`src/rtl/rv32imc_types.sv`:
```
// Shared types for the instruction-fetch front end.
package rv32imc_types;

  typedef enum logic [1:0] {
    IDLE    = 2'd0,
    REQ     = 2'd1,
    DISCARD = 2'd2
  } fetch_state_t;

  typedef struct packed {
    logic [31:0] pc;
    logic [31:0] inst;
  } fetch_entry_t;

  localparam logic [3:0] IMEM_RMASK_WORD = 4'hF;
  localparam logic [31:0] PC_STEP = 32'd4;

endpackage

```
`src/rtl/fetch_fifo.sv`:
```
// Circular buffer of fetched {pc, inst} pairs; clear wins over push and pop.
module fetch_fifo
  import rv32imc_types::*;
#(
  parameter int DEPTH = 4
) (
  input  logic                     clk,
  input  logic                     rst,
  input  logic                     clear,
  input  logic                     push,
  input  logic [31:0]              push_pc,
  input  logic [31:0]              push_inst,
  input  logic                     pop,
  output logic                     full,
  output logic                     empty,
  output logic [$clog2(DEPTH):0]   count,
  output logic [31:0]              head_pc,
  output logic [31:0]              head_inst
);

  localparam int PW = $clog2(DEPTH);
  localparam logic [PW:0] DEPTH_C = DEPTH[PW:0];

  fetch_entry_t mem_q [DEPTH];

  logic [PW-1:0] wr_ptr_q, wr_ptr_d;
  logic [PW-1:0] rd_ptr_q, rd_ptr_d;
  logic [PW:0]   count_q, count_d;
  logic          do_push, do_pop;

  assign full      = (count_q == DEPTH_C);
  assign empty     = (count_q == '0);
  assign count     = count_q;
  assign head_pc   = mem_q[rd_ptr_q].pc;
  assign head_inst = mem_q[rd_ptr_q].inst;

  always_comb begin
    do_push  = push && !clear;
    do_pop   = pop && !empty && !clear;
    wr_ptr_d = wr_ptr_q;
    rd_ptr_d = rd_ptr_q;
    count_d  = count_q;
    if (clear) begin
      wr_ptr_d = '0;
      rd_ptr_d = '0;
      count_d  = '0;
    end else begin
      // pointers are log2(DEPTH) wide, so the increment wraps on its own
      if (do_push) wr_ptr_d = wr_ptr_q + 1'b1;
      if (do_pop)  rd_ptr_d = rd_ptr_q + 1'b1;
      count_d = count_q + {{PW{1'b0}}, do_push} - {{PW{1'b0}}, do_pop};
    end
  end

  always_ff @(posedge clk) begin
    if (rst) begin
      wr_ptr_q <= '0;
      rd_ptr_q <= '0;
      count_q  <= '0;
    end else begin
      wr_ptr_q <= wr_ptr_d;
      rd_ptr_q <= rd_ptr_d;
      count_q  <= count_d;
    end
  end

  always_ff @(posedge clk) begin
    if (do_push) mem_q[wr_ptr_q] <= '{pc: push_pc, inst: push_inst};
  end

  always_ff @(posedge clk) begin
    if (!rst && do_push) assert (!full);
  end

endmodule

```
`src/rtl/fetch_queue.sv`:
```
// Instruction fetch unit: one outstanding imem request, results buffered in fetch_fifo.
module fetch_queue
  import rv32imc_types::*;
#(
  parameter int          DEPTH    = 4,
  parameter logic [31:0] RESET_PC = 32'h1eceb000
) (
  input  logic        clk,
  input  logic        rst,
  input  logic        i_flush,
  input  logic [31:0] i_redirect_pc,
  output logic [31:0] imem_addr,
  output logic [3:0]  imem_rmask,
  input  logic [31:0] imem_rdata,
  input  logic        imem_resp,
  output logic        o_valid,
  output logic [31:0] o_pc,
  output logic [31:0] o_inst,
  input  logic        i_ready
);

  localparam int CW = $clog2(DEPTH) + 1;
  localparam logic [CW-1:0] DEPTH_C = DEPTH[CW-1:0];

  fetch_state_t  state_q, state_d;
  logic [31:0]   fetch_pc_q, fetch_pc_d;
  logic [31:0]   req_addr_q, req_addr_d;
  logic [CW-1:0] count, post_count;
  logic          fifo_full, fifo_empty;
  logic          in_flight, push, pop;

  assign in_flight  = (state_q == REQ) || (state_q == DISCARD);
  assign push       = (state_q == REQ) && imem_resp && !i_flush;
  assign pop        = o_valid && i_ready && !i_flush;
  assign post_count = count + {{(CW-1){1'b0}}, push} - {{(CW-1){1'b0}}, pop};

  always_comb begin
    state_d    = state_q;
    fetch_pc_d = fetch_pc_q;
    unique case (state_q)
      IDLE: begin
        if (!i_flush && !fifo_full) state_d = REQ;
      end
      REQ: begin
        if (imem_resp) begin
          state_d = (!i_flush && (post_count < DEPTH_C)) ? REQ : IDLE;
        end else if (i_flush) begin
          state_d = DISCARD;
        end
      end
      DISCARD: begin
        if (imem_resp) state_d = IDLE;
      end
      default: state_d = IDLE;
    endcase

    if (i_flush)   fetch_pc_d = i_redirect_pc & ~32'h3;
    else if (push) fetch_pc_d = fetch_pc_q + PC_STEP;

    // The bus address is frozen while a request is outstanding, even across a
    // redirect; otherwise it follows the next fetch pc so a new issue is ready.
    req_addr_d = (in_flight && !imem_resp) ? req_addr_q : fetch_pc_d;
  end

  always_ff @(posedge clk) begin
    if (rst) begin
      state_q    <= IDLE;
      fetch_pc_q <= RESET_PC;
      req_addr_q <= RESET_PC;
    end else begin
      state_q    <= state_d;
      fetch_pc_q <= fetch_pc_d;
      req_addr_q <= req_addr_d;
    end
  end

  assign imem_addr  = req_addr_q;
  assign imem_rmask = in_flight ? IMEM_RMASK_WORD : 4'h0;
  assign o_valid    = !fifo_empty;

  fetch_fifo #(
    .DEPTH(DEPTH)
  ) u_fifo (
    .clk       (clk),
    .rst       (rst),
    .clear     (i_flush),
    .push      (push),
    .push_pc   (fetch_pc_q),
    .push_inst (imem_rdata),
    .pop       (pop),
    .full      (fifo_full),
    .empty     (fifo_empty),
    .count     (count),
    .head_pc   (o_pc),
    .head_inst (o_inst)
  );

endmodule

```
`config.mk`:
```
export PLATFORM = sky130hd
export DESIGN_NAME = fetch_queue
export DESIGN_NICKNAME = d
export VERILOG_FILES = /design/src/rtl/rv32imc_types.sv /design/src/rtl/fetch_fifo.sv /design/src/rtl/fetch_queue.sv
export SDC_FILE = /design/constraint.sdc
export NUM_CORES = 1
export LEC_CHECK = 0
export CORE_ASPECT_RATIO = 1.75
export CORE_UTILIZATION = 50
export DETAILED_ROUTE_END_ITERATION = 8
export PLACE_DENSITY_LB_ADDON = 0.08
export SLEW_MARGIN = 20
export SYNTH_ARGS = -nofsm -noshare
export SYNTH_HDL_FRONTEND = slang
export SYNTH_HIERARCHICAL = 1
export SYNTH_SLANG_ARGS = --single-unit
```
`constraint.sdc`:
```
create_clock -name clk -period 8.9 [get_ports clk]
set_input_delay 1.78 -clock clk [delete_from_list [all_inputs] [get_ports clk]]
set_output_delay 1.78 -clock clk [all_outputs]
set_load 0.05 [all_outputs]
```
# ---- After elaboration in Yosys (flattened, before gate mapping)
# Memory sizes are Yosys's and may differ from the RTL's. A register that Yosys moved wholly into a read port is not among the register bits.
# Index checks and enable logic that the tools add are counted.
dict set report word_totals {
  register_bits 73
  mem_bits_rw 256
  inputBits 69
  out_inout_bits 101
  word_cells 53
  memories 1
}
# memory depth word_bits read_ports rd_ports_with_merged_regs write_ports line_no
set memory_table {}
lappend memory_table {u_fifo.mem_q 4 64 1 1 1 fetch_fifo.sv:24} ;# fetch_entry_t mem_q [DEPTH];
dict set report classes {
  addsub 7
  order_cmp 1
  eq_ne 6
  mux 13
  reduce_logical 19
}
# cell count
set ops {}
lappend ops {{2-to-1 mux 32 bit} 2}
lappend ops {{adder 32 x 3 -> 32 bit (second input constant)} 1}
lappend ops {{2-to-1 mux 2 bit} 6}
lappend ops {{logical AND 1 bit} 10}
lappend ops {{adder 3 x 1 -> 3 bit} 2}
lappend ops {{case mux 2 bit (3 select lines)} 1}
lappend ops {{subtractor 3 x 1 -> 3 bit} 2}
lappend ops {{adder 2 x 1 -> 2 bit (second input constant)} 2}
lappend ops {{logical NOT 1 bit} 4}
lappend ops {{2-to-1 mux 4 bit} 1}
lappend ops {{inequality test 2 bit (second input constant)} 2}
lappend ops {{== test 3 bit (second input constant)} 1}
lappend ops {{logical NOT 3 bit} 1}
lappend ops {{< comparator 3 bit (second input constant)} 1}
lappend ops {{2-to-1 mux 1 bit} 3}
lappend ops {{inequality test 3 bit (second input constant)} 1}
lappend ops {{AND reduction 3 bit} 1}
lappend ops {{== test 2 x 1 -> 1 bit (second input constant)} 1}
lappend ops {{== test 2 bit (second input constant)} 1}
lappend ops {{logical NOT 2 bit} 1}
lappend ops {{OR reduction 2 bit} 1}
lappend ops {{logical OR 1 bit} 1}

# ---- Depth between registers and ports, before layout
# Gate-level depths: netlist of run 1.
dict set report depth {
  ltp_word 10
  mapped_depth 14
  ltp_nobuf 13
}

# ---- By module
# The synthesis of run 1 kept the hierarchy.
# module instances cells_each area_per_inst_um2 seq_area_each_um2
set modules_own_cells {}
lappend modules_own_cells {fetch_fifo 1 382 9803.2 7867.5}
lappend modules_own_cells {fetch_queue 1 397 3249.4 1321.3}

# ---- Worst setup path after synthesis of run 1
# OpenSTA, ideal clock, no wires.
dict set report synth_timing {
  path_kind {in2reg}
  from {input port i_flush}
  to {memory u_fifo/mem_q[0][0] in the netlist's numbering (enable)}
  setup_time_ps 429
  arrival_time_ps 3937
  required_time_ps 8471
  path_slack_ps 4534
  path_stages 5
  path_buffers 1
  cell_sequence {buf_6 > nor2b_4 > and2_4 > nor2b_1 > and2_1}
}
dict set report synth_between {
  elab_chain_cells 5
}
# element line_no
set synth_rtl {}
lappend synth_rtl {{start, declared} fetch_queue.sv:10} ;# input logic i_flush,
lappend synth_rtl {{logical NOT 1 bit} fetch_queue.sv:33} ;# assign push = (state_q == REQ) && imem_resp && !i_flush;
lappend synth_rtl {{logical AND 1 bit} fetch_queue.sv:33}
lappend synth_rtl {{net push} fetch_queue.sv:30} ;# logic in_flight, push, pop;
lappend synth_rtl {{logical AND 1 bit} fetch_fifo.sv:38} ;# do_push = push && !clear;
lappend synth_rtl {{2-to-1 mux 1 bit} fetch_fifo.sv:68} ;# if (do_push) mem_q[wr_ptr_q] <= '{pc: push_pc, inst: push_inst};
lappend synth_rtl {{2-to-1 mux 1 bit (not written as such)} fetch_fifo.sv:68}
lappend synth_rtl {{end, declared} fetch_fifo.sv:24}
# The timed path passes the listed nets, and every way through them passes these cells.

==> results of run 1 <==
## power breakdown
part,switching [mW],internal [mW]
Combinational,0.177,0.104
Clock,0.521,0.686
Sequential,0.0337,1.70
## logic make-up after synthesis
kind of cell | after synthesis | share of synthesized area
flops | 331 | 0.704
xor+xnor | 11 | 0.00844
simple gates | 186 | 0.0755
buf+inv | 66 | 0.0296
compound gates | 98 | 0.0498
mux | 74 | 0.120
fa+ha+maj | 13 | 0.0130
## cell usage after synthesis (all sizes together), types with 5 or more instances
master and number:
o31ai 13, o21ai 23, xor2 7, inv 20, nand2b 13, nor2 27, nor4 13, nor3b 5
nor3 25, o31a 7, nand2 43, and2 8, clkbuf 25, a21oi 24, nand3 17, mux4 64
dfxtp 75, a31oi 5, ha 12, buf 21, nand4 10, mux2i 7, edfxtp 256
## critical path, delay by kind of cell, from the launching register on
kind	cells	cell delay, ns
buf+inv	2	1.52
mux	1	0.65
flops	1	0.61
## metal layers
| metal | routed length [um] | vias to the layer above | track usage |
|---|---|---|---|
| li1 | - | 3384 | - |
| met1 | 10700 | 3729 | 0.259 |
| met2 | 14500 | 240 | 0.371 |
| met3 | 1450 | 57 | 0.0301 |
| met4 | 827 | 0 | 0.0817 |
| met5 | 0 | - | 0 |
## how the worst min path moves through the flow
| stage | to | depth (start not counted) | start | slack (ns) |
|---|---|---|---|---|
| floorplan | state_q[1]$_SDFFE_PP0P_ | 2 | state_q[1]$_SDFFE_PP0P_ | 0.45 |
| global placement | imem_addr[3]$_SDFFE_PP0N_ | 2 | imem_addr[3]$_SDFFE_PP0N_ | 0.44 |
| detailed placement | imem_addr[18]$_SDFFE_PP1N_ | 1 | imem_addr[18]$_SDFFE_PP1N_ | 0.45 |
| CTS | imem_addr[3]$_SDFFE_PP0N_ | 2 | imem_addr[3]$_SDFFE_PP0N_ | 0.47 |
| global route | imem_addr[2]$_SDFFE_PP0N_ | 2 | imem_addr[2]$_SDFFE_PP0N_ | 0.48 |
| finish | imem_addr[3]$_SDFFE_PP0N_ | 2 | imem_addr[3]$_SDFFE_PP0N_ | 0.47 |
## layout make-up
cell class	count	area, um^2	share of cell area
inverters	20	75.1	0.00476
well taps	316	395	0.0251
flip-flops and latches	331	9190	0.583
clock buffers	44	855	0.0542
multi-input cells	382	3490	0.221
repair buffers	174	1720	0.109
clock inverters	7	56.3	0.00357
## sequential cells by signal (all words and copies together) (netlist names), named ones only
name             count
u_fifo/mem_q       256
fetch_pc_q          32
imem_addr           32
u_fifo/count         3
state_q              2
u_fifo/rd_ptr_q      2
u_fifo/wr_ptr_q      2
## stage by stage
step	power (mW)	cells
final	3.22	1274
after CTS	3.24	1274
after detailed placement	2.04	1223
after global placement	2.03	1223
after global routing	3.31	1274
after floorplan	1.93	779
==> out/metrics.yaml, run 1 <==
critical_path:
  crit_chain: "buf_4 > mux4_2 > clkdlybuf4s50_1"
  cp-endpoint: "o_pc[1]"
  reg2reg_to: "fetch_pc_q[25]$_SDFF_PP1_"
  worstPathRequired_ns: 7.12
  max_stage_delay_ns: 0.78
  crit_slowest_cell: "buf_4"
  crit_path_start_kind: "flop"
  critPathArrivalTime_ns: 3.36
  crit_fanout: 44
  crit-reg2reg-launch: "state_q[1]$_SDFFE_PP0P_"
  reg2reg_slack_ns: 6.01
  crit_type: "reg2out"
  ff2ff_path_depth: 9
  critPathCaptureType: "output port"
placement:
  place_congestion: 0.839
  dp_hpwl_um: 17000
  post-place-ws_ns: 4.21
  placed_area_mm2: 0.0149
  io_buffers: 167
floorplanning:
  rows: 77
  initial_utilization: 0.513
  dieHeight_um: 216
  die_area_mm2: 0.0268
  fp.dieW_um: 124
  core-area_mm2: 0.0254
  io_pins: 170
cells_and_area:
  antenna_cells: 0
  layout.nets: 1019
  num-fill-cells: 1909
  drive_gt1_frac: 0.126
  syn_to_final_growth_pct: 20.9
  fin_area_mm2: 0.0158
  layout_commonest_cell: "edfxtp_1"
  final_cell_mix: "256 x edfxtp_1, 166 x clkdlybuf4s50_1, 73 x dfxtp_1"
  fin_util: 0.620
clock_tree:
  clk_latency_ns: 0.55
  cts.path.max_buffers: 3
  clockRootBuffer: "clkbuf_16"
  post_cts_buffers: 0
  numCtsBuffers: 28
  cts_resized: 0
  cts_hold_buf: 0
  tritoncts: "done"
  cts.clk_slew.worst_paths_ns: 0.07
  clock_sinks: 331
  htreeDepth: 1
grt:
  gr-total-overflow: 0
  grt_first_pass_wirelength_um: 42900
  grt_usage: 0.212
  grt_max_degree: 66
  grt_pass1_vias: 7994
  antenna_found_initial: 0
routing:
  final_antenna_net_count: 0
  drc: 0
  drt_iter0_drc: 502
  wirelength_um: 27400
  vias: 7410
  dr.pass1.iters: 5
  wl_per_cell_um: 21.5
  drt-vias-per-instance: 5.82
yosys:
  yosysTopAreaCell: "edfxtp_1"
  syn_avg_cell_area_um2: 16.8
  yosysSeqAreaShare: 0.704
  ys.flop_type: "edfxtp_1"
  syn_nets: 861
  syn_area_mm2: 0.0131
  synthDistinctLibCells: 61
  yosys_warnings: 6
  synth_top_area_share: 0.589
  synth-seq-cells: 331
  synth_enable_flop_cells: 256
  synthCells: 779
  synthArstFlopShare: 0
  ys_top_cells_by_area: "edfxtp_1 59%, dfxtp_1 12%, mux4_2 10%, nand2_1 1.2%, ha_1 1.2%"
run_status:
  status: "completed"
pwr:
  leakage_nw: 5.12
  peakVddDrop_uv: 165
  power_density_mw_per_mm2: 204
sta:
  holdWs_ns: 0.465
  setup_tns_ns: 0
  finalMaxSlewViolations: 0
  setup_viol: 0
  hold_viol_final: 0
  slew_headroom: 0.296
  fmax_mhz: 195
  finClkSkew_ns: 0.0130
  fin_crit_ns: 5.14
  worst_slew_pin_slew_ns: 1.06
  post-route-period-util: 0.578
  rsz0062_at_grt: "no"
  setup_slack_ns: 3.76
run:
  cap_violations: 0
worst_hold_path:
  hold_path.class: "reg2reg"
No activity file was read; power rests on OpenSTA's default activity.
==> inputs of run 2 (changes only) <==
==> constraint.sdc (replaced) <==
create_clock -name clk -period 4.52 [get_ports clk]
set_input_delay 0.904 -clock clk [delete_from_list [all_inputs] [get_ports clk]]
set_output_delay 0.904 -clock clk [all_outputs]
set_load 0.05 [all_outputs]
==> run 2 against run 1 <==
Net effect: power increased by 97%; clock skew about the same; core utilization increased by 0.63 points; first-iteration DRC count decreased by 0.20%; critical path depth unchanged; combinational power increased by 100%; via count about the same; clock power increased by 98%; final area increased by 1.0%; highest routed layer unchanged.
==> out/metrics.yaml, run 2 (same netlist as run 1, synthesis figures left out) <==
sta:
  holdWs_ns: 0.455  # -0.0107 ns
  fmax_mhz: 255
  hold_viol_final: 0  # unchanged
  rsz0062_at_grt: "no"
  fin_crit_ns: 3.93
  setup_viol: 0  # unchanged
  finalMaxSlewViolations: 0  # unchanged
  finClkSkew_ns: 0.0127  # -0.000348 ns
  post-route-period-util: 0.869
  worst_slew_pin_slew_ns: 1.00  # -0.0523 ns
  slew_headroom: 0.331  # +0.0341
  setup_slack_ns: 0.592  # -3.17 ns
  setup_tns_ns: 0  # unchanged
routing:
  vias: 7406  # -0.054%
  drc: 0  # unchanged
  wl_per_cell_um: 21.7  # +0.64%
  drt_iter0_drc: 501  # -0.20%
  wirelength_um: 27900  # +1.6%
  drt-vias-per-instance: 5.76  # -0.99%
  dr.pass1.iters: 5  # unchanged
  final_antenna_net_count: 0  # unchanged
floorplanning:
  dieHeight_um: 216  # unchanged
  die_area_mm2: 0.0268  # unchanged
  io_pins: 170  # unchanged
  initial_utilization: 0.513  # unchanged
  rows: 77  # unchanged
  fp.dieW_um: 124  # unchanged
  core-area_mm2: 0.0254  # unchanged
pwr:
  internal-power_mw: 4.90  # +97%
  power_density_mw_per_mm2: 398  # +95%
  peakVddDrop_uv: 277  # +68%
  combPwrFrac: 0.088  # about the same
  pwr-share-clk: 0.376  # about the same
  switchingPower_mw: 1.45  # +98%
  leakage_nw: 5.21  # +1.7%
  switching_share: 0.228  # +0.000414
  p_seq_frac: 0.536  # -0.002
  power.total_mw: 6.35  # +97%
clock_tree:
  tritoncts: "done"
  numCtsBuffers: 28  # unchanged
  cts.clk_slew.worst_paths_ns: 0.06  # about the same
  clk_latency_ns: 0.54  # about the same
  clockRootBuffer: "clkbuf_16"
  cts_hold_buf: 0  # unchanged
  cts_resized: 0  # unchanged
  post_cts_buffers: 0  # unchanged
  cts.path.max_buffers: 3  # unchanged
  clock_sinks: 331  # unchanged
  htreeDepth: 1  # unchanged
critical_path:
  crit_slowest_cell: "dfxtp_4"
  critPathTopFamily: "buffers and inverters"
  crit_path_start_kind: "flop"
  max_stage_delay_ns: 0.72  # -0.06 ns
  crit_type: "reg2out"
  worstPathRequired_ns: 3.62  # -3.50 ns
  crit_chain: "buf_4 > mux4_1 > clkdlybuf4s50_1"
  reg2reg_slack_ns: 1.71  # -4.30 ns
  crit_fanout: 28  # -36%
  critPathCaptureType: "output port"
  critPathArrivalTime_ns: 3.02  # -0.34 ns
  critPathBufInv: 2  # unchanged
cells_and_area:
  syn_to_final_growth_pct: 22.1
  largest_register_ffs: 256  # unchanged
  drive_gt1_frac: 0.144  # +0.0180
  antenna_cells: 0  # unchanged
  top_register: "u_fifo/mem_q"
  final_cell_mix: "256 x edfxtp_1, 166 x clkdlybuf4s50_1, 73 x dfxtp_1"
  layout_commonest_cell: "edfxtp_1"
  layout.nets: 1030  # +1.1%
  fin_area_mm2: 0.0159  # +1.0%
placement:
  dp_hpwl_um: 18200  # +6.6%
  placed_area_mm2: 0.0150  # +0.98%
  io_buffers: 167  # unchanged
  post-place-ws_ns: 0.935  # -3.28 ns
  place_congestion: 0.855  # +1.9%
grt:
  grt_first_pass_wirelength_um: 43200  # +0.76%
  grt_max_degree: 65  # -1.5%
  grt_usage: 0.215  # +0.00292
  antenna_found_initial: 0  # unchanged
  gr-total-overflow: 0  # unchanged
  grt_pass1_vias: 7754  # -3.0%
run_status:
  status: "completed"
worst_hold_path:
  hold_path.class: "reg2reg"
run:
  cap_violations: 0  # unchanged
run 2: cell type report:
cell class / count / area [um^2]
Sequential cell: 331 / 9190
Multi-Input combinational cell: 382 / 3490
Inverter: 20 / 75.1
Timing Repair Buffer: 185 / 1860
Tap cell: 316 / 395
Clock buffer: 39 / 803
Fill cell: 1898 / 9490
Clock inverter: 13 / 118
run 2: worst register-to-register path: cells and delay by family (launching register included):
family / cells / cell delay (ns)
AO/OA/AOI/OAI: 2 / 0.65
buffers and inverters: 2 / 0.21
adder cells (fa/ha/maj): 1 / 0.25
AND/OR/NAND/NOR: 4 / 1.19
flip-flops: 1 / 0.34
run 2: worst paths after layout:
kind | end | start | depth (start not counted)
min reg2reg | imem_addr[9]$_SDFFE_PP0N_ | imem_addr[9]$_SDFFE_PP0N_ | 2
min | imem_addr[9]$_SDFFE_PP0N_ | imem_addr[9]$_SDFFE_PP0N_ | 2
max reg2reg | fetch_pc_q[15]$_SDFF_PP1_ | state_q[1]$_SDFFE_PP0P_ | 9
max | o_inst[2] | flop | 3
run 2: metal layers:
| layer | global-route usage | up-vias | routed length [um] |
|---|---|---|---|
| li1 | - | 3414 | - |
| met1 | 0.260 | 3682 | 10700 |
| met2 | 0.382 | 256 | 15100 |
| met3 | 0.0267 | 54 | 1240 |
| met4 | 0.0821 | 0 | 788 |
| met5 | 0 | - | 0 |
run 2: power by group through the flow:
stage | registers [mW] | clock network (mW) | logic [mW]
after floorplan | 3.55 | 0 | 0.248
after global placement | 3.46 | 0 | 0.550
after detailed placement | 3.47 | 0 | 0.559
after CTS | 3.40 | 2.44 | 0.562
after global routing | 3.41 | 2.55 | 0.595
final | 3.40 | 2.39 | 0.561
run 2: per-stage QoR:
stage / cells / utilization
after floorplan: 779 / -
after global placement: 1234 / 0.590
after detailed placement: 1234 / 0.590
after CTS: 1286 / 0.627
after global routing: 1286 / 0.627
final: 1286 / 0.627
